==> src/rtl/vga_pattern_sequencer.sv <==
// rtl/vga_pattern_sequencer.sv - frame-synchronous pattern/scroll sequencer for the VGA test-pattern datapath
//
// Purpose: once per frame (rising edge of vsync) update the pattern select
// and horizontal scroll offset according to the requested mode
// (AUTO / HOLD / MANUAL). Optional step-button debounce is enabled by
// defining the macro SEQ_DEBOUNCE_EN.
//
// Ports:
//   clk            in   pixel clock, only clock
//   reset          in   synchronous active-high reset
//   vsync          in   vertical sync; frame boundary is its rising edge
//   mode[1:0]      in   00 AUTO, 01 HOLD, 10 MANUAL, 11 treated as HOLD
//   speed[1:0]     in   scroll step per frame = 1 << speed
//   step           in   asynchronous manual-advance button, active-high
//   pattern_sel    out  current pattern index
//   scroll[9:0]    out  horizontal scroll offset
//   frame_tick     out  one-cycle pulse per frame boundary
//   pattern_change out  one-cycle pulse when pattern_sel changes

module vga_pattern_sequencer #(
   parameter int FRAMES_PER_PATTERN = 120,
   parameter int NUM_PATTERNS       = 4,
   parameter int DEBOUNCE_CYCLES    = 50000
) (
   input  logic       clk,
   input  logic       reset,
   input  logic       vsync,
   input  logic [1:0] mode,
   input  logic [1:0] speed,
   input  logic       step,
   output logic [1:0] pattern_sel,
   output logic [9:0] scroll,
   output logic       frame_tick,
   output logic       pattern_change
);

   typedef enum logic [1:0] {
      ST_AUTO   = 2'd0,
      ST_HOLD   = 2'd1,
      ST_MANUAL = 2'd2
   } state_t;

   localparam logic [9:0] FPP_LAST = 10'(FRAMES_PER_PATTERN - 1);
   localparam logic [1:0] PAT_LAST = 2'(NUM_PATTERNS - 1);

   state_t     state_q, state_d;
   logic       vs_q1, vs_q2;
   logic       st_q1, st_q2;
   logic [9:0] frame_cnt_q, frame_cnt_d;
   logic [9:0] scroll_q, scroll_d;
   logic [1:0] pattern_sel_q, pattern_sel_d;
   logic       frame_tick_q, frame_tick_d;
   logic       pattern_change_q, pattern_change_d;
   logic       pending_q, pending_d;

   logic       tick;
   logic       press;
   logic [9:0] step_amt;
   logic [1:0] next_pat;

   assign tick     = vs_q1 & ~vs_q2;
   assign step_amt = 10'd1 << speed;
   // Wrap explicitly so NUM_PATTERNS=1 keeps pattern_sel at 0.
   assign next_pat = (pattern_sel_q == PAT_LAST) ? 2'd0 : pattern_sel_q + 2'd1;

`ifdef SEQ_DEBOUNCE_EN
   localparam logic [15:0] DB_TARGET = 16'(DEBOUNCE_CYCLES);
   localparam logic [15:0] DB_LAST   = 16'(DEBOUNCE_CYCLES - 1);

   logic [15:0] db_cnt_q, db_cnt_d;
   logic        press_q, press_d;

   // Counter saturates at the target so a held button fires only once;
   // it re-arms only when the synchronised step drops low.
   always_comb begin
      db_cnt_d = db_cnt_q;
      press_d  = 1'b0;
      if (!st_q2) begin
         db_cnt_d = 16'd0;
      end else if (db_cnt_q != DB_TARGET) begin
         db_cnt_d = db_cnt_q + 16'd1;
         press_d  = (db_cnt_q == DB_LAST);
      end
   end

   always_ff @(posedge clk) begin
      if (reset) begin
         db_cnt_q <= 16'd0;
         press_q  <= 1'b0;
      end else begin
         db_cnt_q <= db_cnt_d;
         press_q  <= press_d;
      end
   end

   assign press = press_q;
`else
   logic st_q3;

   always_ff @(posedge clk) begin
      if (reset) begin
         st_q3 <= 1'b0;
      end else begin
         st_q3 <= st_q2;
      end
   end

   assign press = st_q2 & ~st_q3;
`endif

   // State register (plus all datapath flops and synchronisers).
   always_ff @(posedge clk) begin
      if (reset) begin
         state_q          <= ST_AUTO;
         vs_q1            <= 1'b0;
         vs_q2            <= 1'b0;
         st_q1            <= 1'b0;
         st_q2            <= 1'b0;
         frame_cnt_q      <= 10'd0;
         scroll_q         <= 10'd0;
         pattern_sel_q    <= 2'd0;
         frame_tick_q     <= 1'b0;
         pattern_change_q <= 1'b0;
         pending_q        <= 1'b0;
      end else begin
         state_q          <= state_d;
         vs_q1            <= vsync;
         vs_q2            <= vs_q1;
         st_q1            <= step;
         st_q2            <= st_q1;
         frame_cnt_q      <= frame_cnt_d;
         scroll_q         <= scroll_d;
         pattern_sel_q    <= pattern_sel_d;
         frame_tick_q     <= frame_tick_d;
         pattern_change_q <= pattern_change_d;
         pending_q        <= pending_d;
      end
   end

   // Next-state: mode is only sampled at a frame boundary.
   always_comb begin
      state_d = state_q;
      if (tick) begin
         case (mode)
            2'b00:   state_d = ST_AUTO;
            2'b10:   state_d = ST_MANUAL;
            default: state_d = ST_HOLD;
         endcase
      end
   end

   // Outputs: the state chosen on a tick governs that same tick's update.
   always_comb begin
      frame_cnt_d      = frame_cnt_q;
      scroll_d         = scroll_q;
      pattern_sel_d    = pattern_sel_q;
      frame_tick_d     = tick;
      pattern_change_d = 1'b0;
      pending_d        = pending_q;

      if (tick) begin
         case (state_d)
            ST_AUTO: begin
               if (frame_cnt_q == FPP_LAST) begin
                  frame_cnt_d      = 10'd0;
                  pattern_sel_d    = next_pat;
                  scroll_d         = 10'd0;
                  pattern_change_d = 1'b1;
               end else begin
                  frame_cnt_d = frame_cnt_q + 10'd1;
                  scroll_d    = scroll_q + step_amt;
               end
            end
            ST_MANUAL: begin
               if (pending_q) begin
                  pattern_sel_d    = next_pat;
                  scroll_d         = 10'd0;
                  pattern_change_d = 1'b1;
               end else begin
                  scroll_d = scroll_q + step_amt;
               end
               // A press coinciding with the tick belongs to the next frame.
               pending_d = press;
            end
            default: begin
            end
         endcase
         if (state_d != ST_MANUAL) begin
            pending_d = 1'b0;
         end
      end else if (state_q == ST_MANUAL && press) begin
         pending_d = 1'b1;
      end
   end

   assign pattern_sel    = pattern_sel_q;
   assign scroll         = scroll_q;
   assign frame_tick     = frame_tick_q;
   assign pattern_change = pattern_change_q;

endmodule
==> config.mk <==
export PLATFORM = sky130hd
export DESIGN_NAME = vga_pattern_sequencer
export DESIGN_NICKNAME = d
export VERILOG_FILES = /design/src/rtl/vga_pattern_sequencer.sv
export SDC_FILE = /design/constraint.sdc
export NUM_CORES = 1
export LEC_CHECK = 0
export CELL_PAD_IN_SITES_DETAIL_PLACEMENT = 2
export CELL_PAD_IN_SITES_GLOBAL_PLACEMENT = 2
export CORE_AREA = 3 3 80 63
export DETAILED_ROUTE_END_ITERATION = 6
export DIE_AREA = 0 0 83 66
export PLACE_DENSITY_LB_ADDON = 0.1
export RECOVER_POWER = 50
export SKIP_CTS_REPAIR_TIMING = 1
export SYNTH_ARGS = -nofsm -noshare
export SYNTH_HDL_FRONTEND = slang
export SYNTH_SLANG_ARGS = --single-unit
export TNS_END_PERCENT = 100
==> constraint.sdc <==
create_clock -name clk -period 3.89 [get_ports clk]
set_clock_uncertainty 0.1 [all_clocks]
set_input_delay 0.389 -clock clk [delete_from_list [all_inputs] [get_ports clk]]
set_output_delay 0.389 -clock clk [all_outputs]
set_load 0.01 [all_outputs]
# --- After elaboration in Yosys (flattened, before gate mapping) ---
# Index checks and enable logic that the tools add are counted.
# W data, S select, Z words.
word_totals:
  ff_bits: 32
  input_bits: 8
classes:
  addsub: 3
  eq_ne: 9
  n_shift: 1
  n_mux: 17
  n_bitwise: 5
  n_reduce_logical: 10
op_table:
  columns: ["operator", "n"]
  rows:
  - ["$mux W10", 3]
  - ["$pmux W10 S2", 1]
  - ["$add A10 B1 Y10 const B", 1]
  - ["$add A10 B10 Y10", 1]
  - ["$eq A10 B7 Y1 const B", 1]
  - ["$shl A1 B2 Y10 const A", 1]
  - ["$eq A2 B2 Y1 const B", 4]
  - ["$mux W2", 4]
  - ["$pmux W2 S2", 2]
  - ["$mux W1", 6]
  - ["$ne A2 B2 Y1 const B", 3]
  - ["$reduce_and A2 Y1", 3]
  - ["$logic_not A2 Y1", 2]
  - ["$reduce_and A4 Y1", 1]
  - ["$reduce_bool A2 Y1", 2]
  - ["$ne A3 B1 Y1 const B", 1]
  - ["$not A1 Y1", 3]
  - ["$add A2 B1 Y2 const B", 1]
  - ["$and A1 B1 Y1", 2]
  - ["$pmux W1 S2", 1]
  - ["$reduce_or A2 Y1", 1]
  - ["$logic_and A1 B1 Y1", 1]

# --- Longest topological paths before layout ---
# Gate-level depths: netlist of the first run.
logic_depth:
  word_depth: 7
  depth_mapped: 9
  mapped_depth_nobuf: 9

# --- Least setup slack after synthesis of the first run ---
# OpenSTA, ideal clock, no wires.
synth_timing:
  kind: "input-to-reg"
  startpoint: "in speed[0]"
  endpoint: "reg scroll_q[8] (netlist: scroll[8])"
  setup_time_ns: 0.115
  t_arrival_ns: 1.747
  t_required_ns: 3.675
  setup_slack_ns: 1.928
  path_stages: 9
  n_path_buf: 0
  cell_sequence: "nor2_1 ha_1 inv_1 fa_1 nor2b_1 o21ai_0 a211oi_2 xnor2_1 nor2_2"
synth_via:
  elab_chain_len: 4
synth_rtl:
  columns: ["element", "line_no", "source"]
  rows:
  - ["start, declared", "29", "input logic [1:0] speed,"]
  - ["$shl A1 B2 Y10 *", "62", "assign step_amt = 10'd1 << speed;"]
  - ["$add A10 B10 Y10 *", "171, 180", null]
  - ["$mux W10, on equally long branches", "175, 164", null]
  - ["$pmux W10 S2 *", "162", "case (state_d)"]
  - ["end signal, assigned", "132", "scroll_q <= scroll_d;"]
  - ["end, declared", "50", "logic [9:0] scroll_q, scroll_d;"]
# Mark *: on every way between the ends. The rest lies on a longest branch, timed or not.
# A chain may end at the register's enable or synchronous reset.

# --- Worst setup path in the final report of the first run ---
layout_timing:
  startpoint: "in mode[0]"
  endpoint: "reg scroll_q[8] (netlist: scroll[8])"
layout_via:
  elab_chain_len: 6
layout_rtl:
  columns: ["element", "line_no", "source"]
  rows:
  - ["start, declared", "28", "input logic [1:0] mode,"]
  - ["$eq A2 B2 Y1 / $logic_not A2 Y1 (equally long branches)", "144", "case (mode)"]
  - ["$pmux W2 S2 *", "144", null]
  - ["$mux W2 *", "143", "if (tick) begin"]
  - ["$eq A2 B2 Y1 / $logic_not A2 Y1 (equally long branches)", "162", null]
  - ["$reduce_bool A2 Y1 (no source line)", null, null]
  - ["$reduce_and A2 Y1 (no source line)", null, null]
# Marks and branches as above.

==> results of run 1 <==
layout by cell type, fill, tap and decap left out, drive strengths merged, types with 5 or more instances in the layout:
master,instances
dfxtp,32
nor2,24
nand2,17
dlygate4sd3,16
xor2,11
o21ai,9
nor2b,8
clkbuf,7
xnor2,6
ha,6
nand4,6
inv,5
a21oi,5
nand3,5
clkdlybuf4s50,5
power breakdown:
part	switching, mW	internal, mW
clock	0.121	0.157
sequential	0.00372	0.333
combinational	0.0222	0.0179
total	0.147	0.508
sequential cells by signal, indices dropped and copies added, names as in the netlist:
register,flops
vs_q1,1
pending_q,1
st_q3,1
state_q,2
scroll,10
frame_tick,1
pattern_change,1
vs_q2,1
st_q1,1
pattern_sel,2
st_q2,1
frame_cnt_q,10
metal layers:
| layer | vias to the layer above | routed length [um] | share of wire (%) | track usage (%) |
|---|---|---|---|---|
| li1 | 592 | - | - | - |
| met1 | 579 | 1650 | 45 | 16.5 |
| met2 | 23 | 1740 | 48 | 26.0 |
| met3 | 13 | 151 | 4.2 | 4.48 |
| met4 | 0 | 89 | 2.5 | 7.76 |
| met5 | - | 0 | 0 | 0 |
cells by family after synthesis:
family | count (synthesis) | synth area share (%)
AO/OA/AOI/OAI | 20 | 8.06
XOR/XNOR | 17 | 9.88
adder cells (fa/ha/maj) | 7 | 6.31
buffers and inverters | 9 | 3.32
flip-flops | 32 | 42.5
multiplexers | 3 | 1.99
AND/OR/NAND/NOR | 74 | 27.9
worst max-delay path, cell delays in order:
cell	delay [ns]
sky130_fd_sc_hd__dlygate4sd3_1	0.63
sky130_fd_sc_hd__nor3b_1	0.86
sky130_fd_sc_hd__nand3_1	0.23
sky130_fd_sc_hd__a211oi_2	0.27
sky130_fd_sc_hd__xnor2_1	0.17
sky130_fd_sc_hd__nor2_2	0.05
final timing paths:
kind	endpoint	slack (ns)
worst max register to register	scroll[8]	1.75
worst max-delay path	scroll[8]	1.36
worst min-delay path	st_q2	0.35
worst min register to register	st_q2	0.35
final cells by class:
cell class,count,area [um2],area share [%]
clock buffer,7,96.3,5.21
tap,57,71.3,3.86
inverter,5,18.8,1.02
sequential,32,641,34.7
timing repair buffer,21,210,11.4
multi-input combinational,121,811,43.9
==> impl_metrics.csv, run 1 <==
group,metric,value,unit
setup_path,crit_arrival,2.61,ns
synth,synth_top_cell_area_share,42.5,%
power_and_ir_drop,leakagePower,0.726,nW
setup_path,cp.required,3.96,ns
global_routing,grt_first_pass_wirelength,6.40,mm
detailed_routing,initialDrtViolationCount,20,
placement,total_cell_area_at_the_placement_stage,1760,um2
clocking,max-clock-path-buffers,2,
layout,flow.area_growth_from_synthesis,22.7,%
global_routing,grt_overflow_total,0,
layout,stdcell_count,243,
power_and_ir_drop,totalPowerFinal,0.655,mW
sta,maxClockFrequency,395,MHz
synth,post_synth_inst_count,162,
synth,ys_top_cells_by_count,"sky130_fd_sc_hd__dfxtp_1 (32), sky130_fd_sc_hd__nor2_1 (18), sky130_fd_sc_hd__nand2_1 (16), sky130_fd_sc_hd__xor2_1 (11), sky130_fd_sc_hd__o21ai_0 (9)",
clocking,numCtsBuffers,5,
clocking,clock_tree_from_tritoncts,"yes",
sta,timing.setup.tns,0,ns
detailed_routing,postRouteAntennaNets,0,
layout,drive_gt1_share,10.2,%
setup_path,critical_path.endpoint_type,"flop",
min_path,min_path_cells,1,
global_routing,number_of_antenna_violations_at_the_first_check_in_global_routing,0,
sta,worstMarginPinSlew,1.02,ns
global_routing,largest_net_degree_at_the_start_of_global_routing,16,
floorplan,die-area,5480,um2
floorplan,initial_core_util,34.5,%
synth,synth_top_cell_by_area,"sky130_fd_sc_hd__dfxtp_1",
layout,fillCellCount,509,
synth,synthesis.yosys.warnings,0,
placement,detailedPlacementHpwl,2.81,mm
setup_path,timing.critical_path.from_type,"primary input",
detailed_routing,via_count,1207,
sta,fin_ws,1.36,ns
sta,worst_slew_margin_rel,32.2,%
power_and_ir_drop,p_per_area,354,nW/um2
setup_path,worst_setup_path_startpoint,"mode[0]",
clocking,insertion_delay,0.28,ns
run_status,status,"finished clean",
placement,portBuffers,21,
clocking,clk_pin_slew_worst_paths,0.07,ns
setup_path,cp_max_fo,8,
detailed_routing,count_of_tritonroute_iterations_in_the_first_routing_pass,2,
clocking,cts_htree_levels,2,
layout,finish.utilization,42.4,%
synth,synth.cell_area,1510,um2
synth,synth_cell_type_count,37,
synth,postSynthNetCount,177,
synth,synth_most_common_cell,"sky130_fd_sc_hd__dfxtp_1",
floorplan,floorplan.core_area,4360,um2
placement,post-place-ws,1.13,ns
global_routing,grt.total_usage,14.9,%
detailed_routing,drc,0,
floorplan,die_height,66,um
synth,synthTopCellsByArea,"sky130_fd_sc_hd__dfxtp_1 (43%), sky130_fd_sc_hd__xor2_1 (6.4%), sky130_fd_sc_hd__ha_1 (5.0%), sky130_fd_sc_hd__nor2_1 (4.5%), sky130_fd_sc_hd__nand2_1 (4.0%)",
synth,async_flop_share,0,%
sta,grt_setup_unrepaired,"false",
sta,finalSetupViolCount,0,
synth,syn_avg_cell_area,9.30,um2
clocking,cts_root_buffer,"sky130_fd_sc_hd__clkbuf_8",
layout,finalNetCount,201,
detailed_routing,wire_per_inst,14.9,um
synth,synth_edf_count,0,
detailed_routing,routed_wirelength,3.63,mm
floorplan,fp.dieW,83,um
setup_path,r2r_cells,5,
clocking,clock_sink_count,32,
floorplan,fp-row-count,21,
placement,place_inst,236,
detailed_routing,drt-vias-per-instance,4.97,
power_and_ir_drop,peak_supply_drop,0.187,mV
setup_path,worst-setup-path-type,"primary input to flop",
sta,report.final.slew_viol_count,0,
layout,final_cell_area,1850,um2
sta,finalHoldViolCount,0,
run,max-cap-violations,0,
layout,insertedDiodeCount,0,
synth,ys_seq_area_share,42.5,%
synth,ys_dominant_reg_cell,"sky130_fd_sc_hd__dfxtp_1",
sta,min_period_over_period,65.1,%
min_path,hold_path_startpoint,"st_q1",
global_routing,vias_in_the_first_global_route,1333,
sta,final.min_clock_period,2.53,ns
min_path,worstHoldPathType,"flop to flop",
sta,hold-worst-slack,0.347,ns
setup_path,launching_point_of_the_worst_reg2reg_path,"vs_q1",
floorplan,io_pins,22,
synth,postSynthRegisterBits,32,
placement,routabilityCongestion,0.724,
Power figures use the tool's default switching activity.
==> run 2, diff against run 1 <==
Settings changed: CORE_AREA 3 3 80 63 to 3 3 88 69, DIE_AREA 0 0 83 66 to 0 0 91 72.
Clock period 3.89 ns to 2.3 ns, I/O delays scaled along.
==> run 2 against run 1 <==
Against the previous run: sequential share of layout area shrank 1.4 points; sequential cell count is the same; hold slack gained 0.0071 ns; power grew 67%; register-to-register slack lost 1.5 ns; routed wire length grew 6.7%; cell count grew 11%; global-route usage shrank 1.9 points; sequential power grew 69%; combinational power grew 84%; largest power group unchanged.
==> impl_metrics.csv, run 2 (synthesis gave the netlist of run 1 again) <==
group,metric,value,unit
detailed_routing,initialDrtViolationCount,21,
clocking,clock_tree_from_tritoncts,"yes",
global_routing,largest_net_degree_at_the_start_of_global_routing,15,
power_and_ir_drop,totalPowerFinal,1.09,mW
detailed_routing,wire_per_inst,14.4,um
global_routing,grt_first_pass_wirelength,6.71,mm
floorplan,io_pins,22,
detailed_routing,count_of_tritonroute_iterations_in_the_first_routing_pass,4,
min_path,min_path_cells,1,
power_and_ir_drop,p_per_area,567,nW/um2
detailed_routing,routed_wirelength,3.88,mm
floorplan,die-area,6550,um2
floorplan,initial_core_util,28.4,%
setup_path,critical-path-slowest-cell,"sky130_fd_sc_hd__clkdlybuf4s50_1",
clocking,insertion_delay,0.28,ns
placement,detailedPlacementHpwl,2.96,mm
layout,most_frequent_standard_cell_in_the_layout_excluding_fill_and_tap_cells,"sky130_fd_sc_hd__dfxtp_1",
global_routing,grt.total_usage,12.9,%
setup_path,worst-setup-path-type,"primary input to flop",
setup_path,r2r_cells,5,
power_and_ir_drop,peak_supply_drop,0.184,mV
power_and_ir_drop,leakagePower,0.761,nW
min_path,worstHoldPathType,"flop to flop",
clocking,cts_root_buffer,"sky130_fd_sc_hd__clkbuf_8",
sta,grt_setup_unrepaired,"false",
clocking,max-clock-path-buffers,2,
power_and_ir_drop,part_of_the_power_in_the_clock_network,41.1,%
layout,fillCellCount,620,
sta,final.min_clock_period,2.11,ns
sta,min_period_over_period,91.9,%
detailed_routing,drc,0,
placement,portBuffers,21,
layout,drive_gt1_share,13.3,%
placement,routabilityCongestion,0.755,
layout,stdcell_count,270,
floorplan,die_height,72,um
placement,post-place-ws,-0.164,ns
detailed_routing,drt-vias-per-instance,4.58,
clocking,cts_htree_levels,2,
setup_path,reg2reg_slack,0.25,ns
layout,multi_input_logic_area,816,um2
layout,finalNetCount,209,
setup_path,slowest_delay,0.45,ns
setup_path,critical_path.endpoint_type,"flop",
power_and_ir_drop,power_frac_comb,6.8,%
sta,finalHoldViolCount,0,
floorplan,floorplan.core_area,5300,um2
power_and_ir_drop,sw_frac_of_total,22.9,%
setup_path,path_cells,"clkdlybuf4s50_1, nor2_1, ha_1, inv_1, fa_1, nor2b_1, o21ai_0, a211oi_2, xnor2_1, nor2_2",
detailed_routing,postRouteAntennaNets,0,
power_and_ir_drop,seq_power_share,52.2,%
setup_path,path_depth,10,
setup_path,crit_arrival,2.18,ns
sta,maxClockFrequency,473,MHz
setup_path,cp_max_fo,4,
floorplan,fp.dieW,91,um
power_and_ir_drop,p_int,0.842,mW
sta,hold-worst-slack,0.354,ns
setup_path,critPathCapture,"scroll[8]",
placement,place_inst,262,
sta,worstMarginPinSlew,0.611,ns
setup_path,timing.critical_path.from_type,"primary input",
setup_path,r2r_end,"scroll[1]",
global_routing,grt_overflow_total,0,
layout,most_used_cells_in_the_layout_excluding_fill_and_tap_cells,"sky130_fd_sc_hd__dfxtp_1 (32), sky130_fd_sc_hd__nor2_1 (18), sky130_fd_sc_hd__nand2_1 (16), sky130_fd_sc_hd__dlygate4sd3_1 (16), sky130_fd_sc_hd__xor2_1 (11)",
layout,seq_area,641,um2
setup_path,worst_path_dominant_cell_family,"adder cells",
clocking,numCtsBuffers,5,
setup_path,launching_point_of_the_worst_reg2reg_path,"frame_cnt_q[0]",
layout,flow.area_growth_from_synthesis,27.8,%
run_status,status,"finished clean",
power_and_ir_drop,switching_power,0.249,mW
setup_path,worstPathBufferInverterCount,2,
floorplan,fp-row-count,23,
setup_path,cp.required,2.37,ns
global_routing,vias_in_the_first_global_route,1376,
detailed_routing,via_count,1236,
run,max-cap-violations,0,
clocking,clock_sink_count,32,
sta,finalSetupViolCount,0,
sta,fin_ws,0.187,ns
sta,report.final.slew_viol_count,0,
sta,worst_slew_margin_rel,59.3,%
setup_path,worst_setup_path_startpoint,"speed[0]",
clocking,clk_pin_slew_worst_paths,0.07,ns
layout,insertedDiodeCount,0,
global_routing,number_of_antenna_violations_at_the_first_check_in_global_routing,0,
run 2: cell types whose count changed in the layout (fill, tap and decap cells not counted):
cell | before | now
sky130_fd_sc_hd__a21boi_0 | 2 | 1
sky130_fd_sc_hd__nor3b_2 | 0 | 1
sky130_fd_sc_hd__clkbuf_1 | 0 | 3
sky130_fd_sc_hd__o21ai_0 | 9 | 8
sky130_fd_sc_hd__clkbuf_8 | 7 | 6
sky130_fd_sc_hd__o21ai_1 | 0 | 1
sky130_fd_sc_hd__a21boi_1 | 0 | 1
sky130_fd_sc_hd__buf_4 | 0 | 7
sky130_fd_sc_hd__nor3b_1 | 1 | 0
run 2: metal layers:
metal	up-vias	track usage, %	share of wire (%)
met5	-	0	0
met4	0	3.51	0.44
met3	4	3.73	3.5
met2	16	21.0	48
met1	605	16.9	48
li1	611	-	-
run 2: worst min-delay path by stage:
stage                     start    endpoint  slack [ns]
after CTS                 st_q1       st_q2        0.36
after detailed placement  st_q1       st_q2        0.35
after floorplan           reset  frame_tick        0.21
after global routing      st_q1       st_q2        0.36
after global placement    st_q1       st_q2        0.34
final                     st_q1       st_q2        0.35
run 2: area by class of cell:
cell class / instances / share of cell area [%]
sequential: 32 / 33.3
timing repair buffer: 29 / 13.8
multi-input combinational: 121 / 42.4
tap: 75 / 4.87
clock buffer: 8 / 4.68
inverter: 5 / 0.975
run 2: metrics by stage:
step                util (%)  cell area (um2)  setup TNS [ns]
floorplan                  -             1510               0
global placement        34.7             1840          -0.202
detailed placement      34.7             1840          -0.728
CTS                     36.4             1930               0
global route            36.4             1930               0
finish                  36.4             1930               0
run 2: power by group through the flow:
stage          sequential [mW]  clock (mW)  combinational [mW]
2_1_floorplan            0.581           0              0.0408
3_3_place_gp             0.581           0              0.0740
3_5_place_dp             0.582           0              0.0768
4_1_cts                  0.569       0.470              0.0776
5_1_grt                  0.570       0.495              0.0841
6_report                 0.569       0.448              0.0739
run 2: worst reg2reg max path: stages (launching register included):
cell                      delay [ns]
sky130_fd_sc_hd__dfxtp_1        0.40
sky130_fd_sc_hd__ha_1           0.24
sky130_fd_sc_hd__nor4b_1        0.44
sky130_fd_sc_hd__nand3_1        0.14
sky130_fd_sc_hd__o21ai_0        0.44
sky130_fd_sc_hd__o21ai_0        0.16
==> run 3, diff against run 2 <==
Settings changed: MAX_ROUTING_LAYER from default to met4.
==> run 3 against run 2 <==
Against the previous run: non-clock buffer count stayed put; register-to-register slack barely moved; clock-buffer cell count is the same; via count is the same; fmax about the same; critical path depth did not move; global-route usage grew 0.39 points; sequential power about the same; routed wire length shrank 0.70%.
==> impl_metrics.csv, run 3 (synthesis gave the netlist of run 1 again) <==
group,metric,value,unit
power_and_ir_drop,p_per_area,566,nW/um2
clocking,insertion_delay,0.28,ns
global_routing,number_of_antenna_violations_at_the_first_check_in_global_routing,0,
sta,min_period_over_period,91.9,%
run_status,status,"finished clean",
setup_path,path_cells,"clkdlybuf4s50_1, nor2_1, ha_1, inv_1, fa_1, nor2b_1, o21ai_0, a211oi_2, xnor2_1, nor2_2",
global_routing,largest_net_degree_at_the_start_of_global_routing,15,
setup_path,crit_arrival,2.18,ns
layout,drive_gt1_share,13.3,%
placement,portBuffers,21,
floorplan,io_pins,22,
sta,finalHoldViolCount,0,
global_routing,grt_first_pass_wirelength,6.71,mm
clocking,cts_root_buffer,"sky130_fd_sc_hd__clkbuf_8",
setup_path,cp_max_fo,4,
floorplan,floorplan.core_area,5300,um2
sta,worst_slew_margin_rel,59.1,%
layout,finalNetCount,209,
setup_path,critical_path.endpoint_type,"flop",
placement,detailedPlacementHpwl,2.96,mm
min_path,hold_path_startpoint,"st_q1",
sta,report.final.slew_viol_count,0,
sta,finalSetupViolCount,0,
floorplan,die_height,72,um
setup_path,launching_point_of_the_worst_reg2reg_path,"frame_cnt_q[0]",
layout,fillCellCount,620,
detailed_routing,drc,0,
layout,flow.area_growth_from_synthesis,27.8,%
layout,seq_area,641,um2
clocking,numCtsBuffers,5,
clocking,clock_tree_from_tritoncts,"yes",
layout,multi_input_logic_area,816,um2
placement,routabilityCongestion,0.765,
layout,most_frequent_standard_cell_in_the_layout_excluding_fill_and_tap_cells,"sky130_fd_sc_hd__dfxtp_1",
detailed_routing,routed_wirelength,3.85,mm
detailed_routing,via_count,1236,
setup_path,cp.required,2.37,ns
sta,worstMarginPinSlew,0.613,ns
clocking,clock_sink_count,32,
detailed_routing,initialDrtViolationCount,21,
floorplan,fp-row-count,23,
global_routing,grt.total_usage,13.3,%
setup_path,slowest_delay,0.45,ns
detailed_routing,count_of_tritonroute_iterations_in_the_first_routing_pass,4,
floorplan,initial_core_util,28.4,%
clocking,cts_htree_levels,2,
setup_path,worst-setup-path-type,"primary input to flop",
layout,finish.utilization,36.4,%
power_and_ir_drop,leakagePower,0.761,nW
sta,final.min_clock_period,2.11,ns
clocking,clk_pin_slew_worst_paths,0.07,ns
sta,hold-worst-slack,0.354,ns
floorplan,fp.dieW,91,um
layout,most_used_cells_in_the_layout_excluding_fill_and_tap_cells,"sky130_fd_sc_hd__dfxtp_1 (32), sky130_fd_sc_hd__nor2_1 (18), sky130_fd_sc_hd__nand2_1 (16), sky130_fd_sc_hd__dlygate4sd3_1 (16), sky130_fd_sc_hd__xor2_1 (11)",
run,max-cap-violations,0,
setup_path,critical-path-slowest-cell,"sky130_fd_sc_hd__clkdlybuf4s50_1",
setup_path,timing.critical_path.from_type,"primary input",
clocking,max-clock-path-buffers,2,
sta,maxClockFrequency,473,MHz
min_path,worstHoldPathType,"flop to flop",
detailed_routing,drt-vias-per-instance,4.58,
global_routing,vias_in_the_first_global_route,1380,
detailed_routing,postRouteAntennaNets,0,
floorplan,die-area,6550,um2
layout,insertedDiodeCount,0,
setup_path,worst_setup_path_startpoint,"speed[0]",
detailed_routing,wire_per_inst,14.3,um
sta,grt_setup_unrepaired,"false",
global_routing,grt_overflow_total,0,
power_and_ir_drop,peak_supply_drop,0.184,mV
## run 3: metal layers
metal  GRT usage [%]  routed length, um
met5               -                  0
met1            16.9               1870
met3            3.63                114
met4            3.51                 17
met2            21.0               1850
## run 3: worst max-delay path: cells and delay by family
family                   cells  cell delay, ns
AND/OR/NAND/NOR              3            0.29
XOR/XNOR                     1            0.16
AO/OA/AOI/OAI                2            0.43
adder cells (fa/ha/maj)      2            0.57
buffers and inverters        2            0.51
## run 3: cell type report
cell class / count / area share [%]
Inverter: 5 / 0.975
Tap cell: 75 / 4.87
Sequential cell: 32 / 33.3
Multi-Input combinational cell: 121 / 42.4
Timing Repair Buffer: 29 / 13.8
Clock buffer: 8 / 4.68
## run 3: final timing paths
path,end,slack (ns),cells after the start
hold / removal,st_q2,0.35,1
hold reg to reg,st_q2,0.35,1
setup reg to reg,scroll[1],0.24,5
setup / recovery,scroll[8],0.19,10
## run 3: power by group
group          internal, mW  total (mW)  switching [mW]
Combinational        0.0352      0.0737          0.0385
Sequential            0.562       0.569         0.00678
Clock                 0.244       0.447           0.203
## run 3: stage by stage
step | power [mW] | area [um2] | cells | setup TNS (ns) | worst slack, ns
finish | 1.09 | 1930 | 270 | 0 | 0.186
global route | 1.15 | 1930 | 270 | 0 | 0.0213
floorplan | 0.622 | 1510 | 162 | 0 | 0.417
global placement | 0.655 | 1840 | 262 | -0.202 | -0.0573
detailed placement | 0.659 | 1840 | 262 | -0.728 | -0.164
CTS | 1.12 | 1930 | 270 | 0 | 0.108
